===== src/rtl/vga_mode_sequencer.sv =====
// vga_mode_sequencer: button-driven video mode stepping with frame-aligned muting,
// PLL reset/relock sequencing and fallback to the previous mode on lock timeout.
module vga_mode_sequencer #(
    parameter int C_MODES             = 4,
    parameter int C_INIT_MODE         = 0,
    parameter int C_DEBOUNCE_BITS     = 16,
    parameter int C_PLL_RST_CYCLES    = 16,
    parameter int C_LOCK_TIMEOUT_BITS = 20,
    parameter int C_SETTLE_FRAMES     = 2
) (
    input  logic       clk_25mhz,
    input  logic       rst_n,
    input  logic       btn_next,
    input  logic       btn_prev,
    input  logic       vga_vsync,
    input  logic       pll_locked,
    output logic [3:0] mode_sel,
    output logic       pll_rst,
    output logic       video_mute,
    output logic       busy,
    output logic       lock_err
);
    localparam int W_PLL = $clog2(C_PLL_RST_CYCLES + 1);
    localparam int W_SET = $clog2(C_SETTLE_FRAMES + 1);
    localparam int W_A   = W_PLL > W_SET ? W_PLL : W_SET;
    localparam int W     = C_LOCK_TIMEOUT_BITS > W_A ? C_LOCK_TIMEOUT_BITS : W_A;
    localparam logic [W-1:0] PLL_LAST  = W'(C_PLL_RST_CYCLES - 1);
    localparam logic [W-1:0] LOCK_LAST = W'((1 << C_LOCK_TIMEOUT_BITS) - 2);
    localparam logic [W-1:0] SET_LAST  = W'(C_SETTLE_FRAMES - 1);
    localparam logic [3:0]   LAST_MODE = 4'(C_MODES - 1);
    localparam logic [3:0]   INIT_MODE = 4'(C_INIT_MODE);
    localparam logic [C_DEBOUNCE_BITS-1:0] DB_MAX = '1;

    typedef enum logic [2:0] {
        S_RUN, S_WAIT_FRAME, S_MUTE, S_PLL_RST, S_WAIT_LOCK, S_SETTLE
    } state_t;

    logic [3:0] w_raw;
    logic [3:0] r_s0, r_s1;
    logic       r_vs_d;
    logic       w_frame, w_lock, w_step;
    logic [C_DEBOUNCE_BITS-1:0] r_db_cnt [2];
    logic [1:0] r_db_acc, r_evt;
    logic [3:0] w_next_mode, w_prev_mode;
    state_t     r_state;
    logic [W-1:0] r_cnt;
    logic [3:0] r_mode, r_target, r_prev;
    logic       r_pll_rst, r_mute, r_busy, r_lock_err;

    // bit order: 0 next, 1 prev, 2 vsync, 3 lock
    assign w_raw   = {pll_locked, vga_vsync, btn_prev, btn_next};
    assign w_frame = r_s1[2] & ~r_vs_d;
    assign w_lock  = r_s1[3];
    assign w_step  = r_evt[0] ^ r_evt[1];
    assign w_next_mode = r_mode == LAST_MODE ? 4'd0 : r_mode + 4'd1;
    assign w_prev_mode = r_mode == 4'd0 ? LAST_MODE : r_mode - 4'd1;

    always_ff @(posedge clk_25mhz) begin
        if (!rst_n) begin
            r_s0   <= '0;
            r_s1   <= '0;
            r_vs_d <= 1'b0;
        end else begin
            r_s0   <= w_raw;
            r_s1   <= r_s0;
            r_vs_d <= r_s1[2];
        end
    end

    // A pending level change must persist unbroken for DB_MAX cycles; any return clears it
    always_ff @(posedge clk_25mhz) begin
        if (!rst_n) begin
            r_db_cnt[0] <= '0;
            r_db_cnt[1] <= '0;
            r_db_acc    <= '0;
            r_evt       <= '0;
        end else begin
            for (int i = 0; i < 2; i++) begin
                r_evt[i] <= 1'b0;
                if (r_s1[i] == r_db_acc[i]) begin
                    r_db_cnt[i] <= '0;
                end else if (r_db_cnt[i] == DB_MAX) begin
                    r_db_acc[i] <= r_s1[i];
                    r_db_cnt[i] <= '0;
                    r_evt[i]    <= r_s1[i];
                end else begin
                    r_db_cnt[i] <= r_db_cnt[i] + 1'b1;
                end
            end
        end
    end

    always_ff @(posedge clk_25mhz) begin
        if (!rst_n) begin
            r_state    <= S_PLL_RST;
            r_cnt      <= '0;
            r_mode     <= INIT_MODE;
            r_target   <= INIT_MODE;
            r_prev     <= INIT_MODE;
            r_pll_rst  <= 1'b1;
            r_mute     <= 1'b1;
            r_busy     <= 1'b1;
            r_lock_err <= 1'b0;
        end else begin
            case (r_state)
                S_RUN: begin
                    if (!w_lock) begin
                        r_state   <= S_PLL_RST;
                        r_cnt     <= '0;
                        r_pll_rst <= 1'b1;
                        r_mute    <= 1'b1;
                        r_busy    <= 1'b1;
                    end else if (w_step) begin
                        r_state  <= S_WAIT_FRAME;
                        r_target <= r_evt[0] ? w_next_mode : w_prev_mode;
                        r_prev   <= r_mode;
                        r_busy   <= 1'b1;
                    end
                end
                S_WAIT_FRAME: begin
                    if (w_frame) begin
                        r_state <= S_MUTE;
                        r_mute  <= 1'b1;
                    end
                end
                S_MUTE: begin
                    if (w_frame) begin
                        r_state   <= S_PLL_RST;
                        r_mode    <= r_target;
                        r_cnt     <= '0;
                        r_pll_rst <= 1'b1;
                    end
                end
                S_PLL_RST: begin
                    if (r_cnt == PLL_LAST) begin
                        r_state   <= S_WAIT_LOCK;
                        r_cnt     <= '0;
                        r_pll_rst <= 1'b0;
                    end else begin
                        r_cnt <= r_cnt + 1'b1;
                    end
                end
                S_WAIT_LOCK: begin
                    if (w_lock) begin
                        r_state <= S_SETTLE;
                        r_cnt   <= '0;
                    end else if (r_cnt == LOCK_LAST) begin
                        // fall back to the last working mode; repeats forever if that fails too
                        r_state    <= S_PLL_RST;
                        r_cnt      <= '0;
                        r_pll_rst  <= 1'b1;
                        r_lock_err <= 1'b1;
                        r_mode     <= r_prev;
                        r_target   <= r_prev;
                    end else begin
                        r_cnt <= r_cnt + 1'b1;
                    end
                end
                S_SETTLE: begin
                    if (!w_lock) begin
                        r_state   <= S_PLL_RST;
                        r_cnt     <= '0;
                        r_pll_rst <= 1'b1;
                    end else if (w_frame) begin
                        if (r_cnt == SET_LAST) begin
                            r_state <= S_RUN;
                            r_cnt   <= '0;
                            r_mute  <= 1'b0;
                            r_busy  <= 1'b0;
                        end else begin
                            r_cnt <= r_cnt + 1'b1;
                        end
                    end
                end
                default: begin
                    r_state   <= S_PLL_RST;
                    r_cnt     <= '0;
                    r_pll_rst <= 1'b1;
                    r_mute    <= 1'b1;
                    r_busy    <= 1'b1;
                end
            endcase
        end
    end

    assign mode_sel   = r_mode;
    assign pll_rst    = r_pll_rst;
    assign video_mute = r_mute;
    assign busy       = r_busy;
    assign lock_err   = r_lock_err;
endmodule

===== config.mk =====
export PLATFORM = sky130hd
export DESIGN_NAME = vga_mode_sequencer
export DESIGN_NICKNAME = d
export VERILOG_FILES = /design/src/rtl/vga_mode_sequencer.sv
export SDC_FILE = /design/constraint.sdc
export NUM_CORES = 1
export LEC_CHECK = 0
export BUFFER_PORTS_ARGS = -buffer_cell sky130_fd_sc_hd__buf_2
export CORE_ASPECT_RATIO = 0.6
export CORE_MARGIN = 2
export CORE_UTILIZATION = 57
export DETAILED_ROUTE_END_ITERATION = 7
export PLACE_DENSITY = 0.71
export SLEW_MARGIN = 40
export SYNTH_ARGS = -nofsm -noshare
export SYNTH_HDL_FRONTEND = slang
export SYNTH_SLANG_ARGS = --single-unit

===== constraint.sdc =====
create_clock -name clk_25mhz -period 2.4 [get_ports clk_25mhz]
set_clock_uncertainty 0.15 [all_clocks]
set_input_delay 0.48 -clock clk_25mhz [delete_from_list [all_inputs] [get_ports clk_25mhz]]
set_output_delay 0.48 -clock clk_25mhz [all_outputs]
set_load 0.05 [all_outputs]

==> metrics, run 1 <==
status=finished, final reports clean; root buf cell=clkbuf_16; H-Tree Depth=3; first-pass GRT wire length=14.3 mm; RSZ-0062 raised after global routing=false; Starting Density=0.583; sequential area share after synthesis=0.478; Post-synth top cells=nor2_1, dfxtp_1, xor2_1; Synth top area share=0.249; postcts setup bufs=0; Max-Cap Viols=0; EDFF count, synth=32; drt wl/cell=14.2 um; clock-pin slew on the worst setup and hold paths=0.06 ns; worst-skew pair later-pin latency=0.34 ns; final WL=8.37 mm; Tot GR Track Use=0.228; core area=7180 um^2; Final period util=0.932; # DRC=0; Post-DP HPWL=6.02 mm; row cnt=24; mapped cell area=4190 um^2; Routed Antenna Nets=0; ys async rst share=0; WS Path Type=flop to flop; most instantiated library cell after synthesis=nor2_1; PostCTS Resize Cnt=0; fmax=447 MHz; antenna violations before repair=0; Setup Viol. Count Final=0; maximum vdd drop=611 uV; synth top area cells=dfxtp_1, edfxtp_1, nor2_1, xor2_1, xnor2_1; gpl congestion=0.936; CTS sink count=84; top_reg_cell synth=dfxtp_1; area delta synth->final=14.6%; CP Data Arrival Time=2.31 ns; Yosys cell types=55; Buffers & Inverters on Critical Path=1; Top delay family on crit path=simple AND/OR/NAND/NOR gates; chip width=115 um; Port Buf Inserts=13; Yosys warning total=0; DR vias=3,234; min cycle time layout=2.24 ns; P_leak=0.00185 uW; diodes inserted=0; Yosys top cell by area=dfxtp_1; number of hold buffers added after CTS=0; first-pass iteration count of the detailed router=8; Worst Setup SP=r_cnt[0]; largest net degree at the start of global routing=19; synthesized area per cell=9.45 um^2; share of cells above drive strength 1=0.106; worst hold path class=input pin to flop; reg2reg start=r_cnt[0]; setup TNS=0 ns; Slowest cell on crit path=dfxtp_1; pre-CTS setup slack=0.205 ns; DR iter-0 viols=267; pwr dens=810 nW/um^2; CTS tree=yes; largest stage delay on the critical path=0.36 ns; Die ar.=8070 um^2; critical path cell sequence=inv_1 > ha_1 > nand4_1 > nor3_2 > nand2_4 > a211oi_4 > nand3_2 > mux2_4; post-layout util=0.668; die height=70.4 um; Final Hold Fails=0; IO Pins=14; vias in the first global route=3,000; Fillers=573; CP Launch Type=flop; total power=3880 uW; gr ovfl total=0; flip-flop and latch count after synthesis=84; Final nets=506; CP endpoint kind=flop; Worst Path Required=2.47 ns; vias per cell=5.49; synthesized instance count=443; Pins Over Slew Limit=0; crit path max fanout=6; final worst slack=0.163 ns; CTS buffer count=9; Hold Crit Start=vga_vsync; Clock Tree Buf Depth=2
registers in the layout, indices dropped and copies added, names as in the netlist, 2 cells and up:
name	count
mode_sel	4
r_s0	4
r_cnt	20
r_evt	2
r_db_cnt	32
r_s1	4
r_prev	4
r_state	3
r_db_acc	2
r_target	4
cell families after synthesis:
family | synth area share
and+or+nand+nor | 0.258
DFF | 0.478
AOI/OAI and AO/OA | 0.0882
xor gates and xnor gates | 0.105
buffers and inverters | 0.0293
muxes | 0.0203
adders and majority gates | 0.0209
other | 0.000896
final timing paths:
path / to / slack, ns / cells past startpoint
hold reg to reg: r_s1[2] / 0.28 / 1
setup / recovery: r_state[0] / 0.16 / 8
setup reg to reg: r_state[0] / 0.16 / 8
hold / removal: r_s0[2] / 0.20 / 2
report_power, final:
part | switching [uW] | internal [uW]
Clock | 541 | 859
Sequential | 107 | 1560
Combinational | 492 | 324
Total | 1140 | 2740
cell usage in the layout, fill, tap and decap left out, drive strengths merged, types with 4 or more instances in the layout:
master	n
nor2b	4
and4	8
nor4	4
buf	24
a21boi	4
mux2i	7
conb	32
a21oi	14
edfxtp	32
nor2	83
nand2	33
nand3	25
o21ai	11
ha	7
nor3	4
a31oi	4
nand4	17
xnor2	16
and2	12
a311oi	6
clkbuf	12
inv	9
dfxtp	52
and3	9
xor2	34
layout make-up:
class                           instances  area [um^2]  share of cell area
Clock buffer                           12          256              0.0535
Clock inverter                          4         47.5             0.00991
Inverter                               10         37.5             0.00783
Multi-Input combinational cell        364         2180               0.454
Sequential cell                        84         2000               0.417
Tap cell                               91          114              0.0237
Timing Repair Buffer                   24          160              0.0334
per-stage QoR:
step                hold slack (ns)  area, um^2  cells
detailed placement            0.267        4490    573
finish                        0.198        4800    589
CTS                           0.189        4800    589
global route                  0.198        4800    589
floorplan                     0.262        4300    474
global placement              0.265        4490    573
layer usage:
metal  vias to the layer above  global-route usage  share of wire
met1                      1508               0.338           0.52
met3                        10              0.0599          0.054
met5                         -                   0              0
li1                       1625                   -              -
met2                        91               0.325           0.41
met4                         0              0.0664          0.011
Power figures use the tool's default switching activity.
==> run 2, diff against run 1 <==
--- a/config.mk
+++ b/config.mk
@@ -11,6 +11,7 @@
 export CORE_UTILIZATION = 57
 export DETAILED_ROUTE_END_ITERATION = 7
 export PLACE_DENSITY = 0.71
+export RECOVER_POWER = 25
 export SLEW_MARGIN = 40
 export SYNTH_ARGS = -nofsm -noshare
 export SYNTH_HDL_FRONTEND = slang
==> metrics, run 2 (same netlist as run 1, synthesis figures left out) <==
status=finished, final reports clean; area delta synth->final=14.1%; worst-skew pair later-pin latency=0.34 ns (about the same); Max-Cap Viols=0 (unchanged); Starting Density=0.583 (unchanged); worst hold path class=input pin to flop; maximum vdd drop=611 uV (about the same); postcts setup bufs=0 (unchanged); CTS buffer count=9 (unchanged); core area=7180 um^2 (unchanged); root buf cell=clkbuf_16; FF-to-FF End=r_state[0]; DR vias=3,202 (-0.99%); setup TNS=0 ns (unchanged); CP endpoint kind=flop; commonest cells after routing, fill and taps aside=nor2_1, dfxtp_1, xor2_1; first-pass iteration count of the detailed router=6 (-2); Worst slew margin=0.601; first-pass GRT wire length=14.3 mm (unchanged); Final period util=0.928 (-0.00368); row cnt=24 (unchanged); pwr dens=811 nW/um^2 (+0.14%); Pint=2740 uW (-0.16%); H-Tree Depth=3 (unchanged); PostCTS Resize Cnt=0 (unchanged); crit path max fanout=6 (unchanged); Pins Over Slew Limit=0 (unchanged); largest net degree at the start of global routing=19 (unchanged); RSZ-0062 raised after global routing=false; Biggest register=r_db_cnt; Port Buf Inserts=13 (unchanged); clock share of power=0.361 (about the same); Clock Tree Buf Depth=2 (unchanged); Worst Path Required=2.47 ns (about the same); chip width=115 um (unchanged); slew of the pin with the lowest slew margin=0.601 ns; commonest non-fill, non-tap cell in the layout=nor2_1; share of cells above drive strength 1=0.0863 (-0.0201); Regs by FF count=r_db_cnt x32, r_cnt x20; Hold Crit Start=vga_vsync; Worst Setup SP=r_cnt[0]; combinational power share=0.209 (about the same); # DRC=0 (unchanged); fin cells=589 (unchanged); register share of total power=0.431 (+0.002); WHS=0.196 ns (-0.00164 ns); Final Instance Area=4780 um^2 (-0.37%); vias per cell=5.44 (-0.99%); Final Hold Fails=0 (unchanged); IO Pins=14 (unchanged); CTS sink count=84 (unchanged); number of hold buffers added after CTS=0 (unchanged); drt wl/cell=14.2 um (-0.12%); Final nets=506 (unchanged); antenna violations before repair=0 (unchanged); sw frac=0.293 (-0.000451); CP Data Arrival Time=2.30 ns (about the same); worst reg2reg setup slack=0.17 ns (about the same); CP Launch Type=flop; clock-pin slew on the worst setup and hold paths=0.06 ns (about the same); WS Path Type=flop to flop; Cell Area, Placed=4490 um^2 (unchanged); gpl congestion=0.936 (unchanged); reg2reg start=r_cnt[0]; P_leak=0.00182 uW (-1.8%); fmax=449 MHz (+0.40%); final WL=8.36 mm (-0.12%); Die ar.=8070 um^2 (unchanged); Routed Antenna Nets=0 (unchanged); CTS tree=yes; Fillers=579 (+1.0%); Setup Viol. Count Final=0 (unchanged); diodes inserted=0 (unchanged); pre-CTS setup slack=0.205 ns (unchanged); final worst slack=0.172 ns (+0.00882 ns); cells on worst reg2reg path=8 (unchanged); DP Cell Count=573 (unchanged); min cycle time layout=2.23 ns (-0.00882 ns); die height=70.4 um (unchanged); Critical Path Sink=r_state[0]; vias in the first global route=3,000 (unchanged); Post-DP HPWL=6.02 mm (unchanged); Net Sw Power=1140 uW (-0.38%); DR iter-0 viols=240 (-10%); max reg flops=32 (unchanged); gr ovfl total=0 (unchanged); Tot GR Track Use=0.228 (unchanged)
-- run 2: through the flow --
step	util	power [uW]
after floorplan	-	2290
after global placement	0.626	2470
after detailed placement	0.626	2480
after CTS	0.668	3880
after global routing	0.666	4050
final	0.666	3880
-- run 2: how the worst min path moves through the flow --
stage                    to  slack, ns  cells after the start
CTS                 r_s0[2]       0.19                      2
global placement    r_s1[2]       0.26                      1
detailed placement  r_s1[2]       0.27                      1
floorplan           r_s1[0]       0.26                      1
finish              r_s0[2]       0.20                      2
global route        r_s0[2]       0.20                      2
-- run 2: power groups by stage --
| stage | logic (uW) | clock network [uW] | registers, uW |
|---|---|---|---|
| finish | 808 | 1400 | 1670 |
| global route | 887 | 1480 | 1680 |
| global placement | 785 | 0 | 1690 |
| floorplan | 601 | 0 | 1690 |
| CTS | 800 | 1420 | 1660 |
| detailed placement | 788 | 0 | 1690 |
-- run 2: layer usage --
| metal | GRT usage | up-vias | routed length [um] |
|---|---|---|---|
| met4 | 0.0664 | 0 | 80 |
| met5 | 0 | - | 0 |
| met1 | 0.338 | 1490 | 4350 |
| met3 | 0.0599 | 8 | 475 |
| met2 | 0.325 | 78 | 3460 |
| li1 | - | 1626 | - |
-- run 2: cell type report --
type	instances	area [um^2]	area share
clock inverter	4	47.5	0.00995
multi-input combinational	364	2180	0.456
timing repair buffer	24	143	0.0299
clock buffer	12	256	0.0537
tap	91	114	0.0238
inverter	10	37.5	0.00786
sequential	84	2000	0.419
-- run 2: critical path, stage by stage (launching register included) --
cell and delay, ns:
dfxtp_1 0.36, inv_1 0.09, ha_1 0.14, nand4_1 0.11, nor3_2 0.31, nand2_4 0.12, a211oi_4 0.35, nand3_2 0.16
mux2_4 0.33
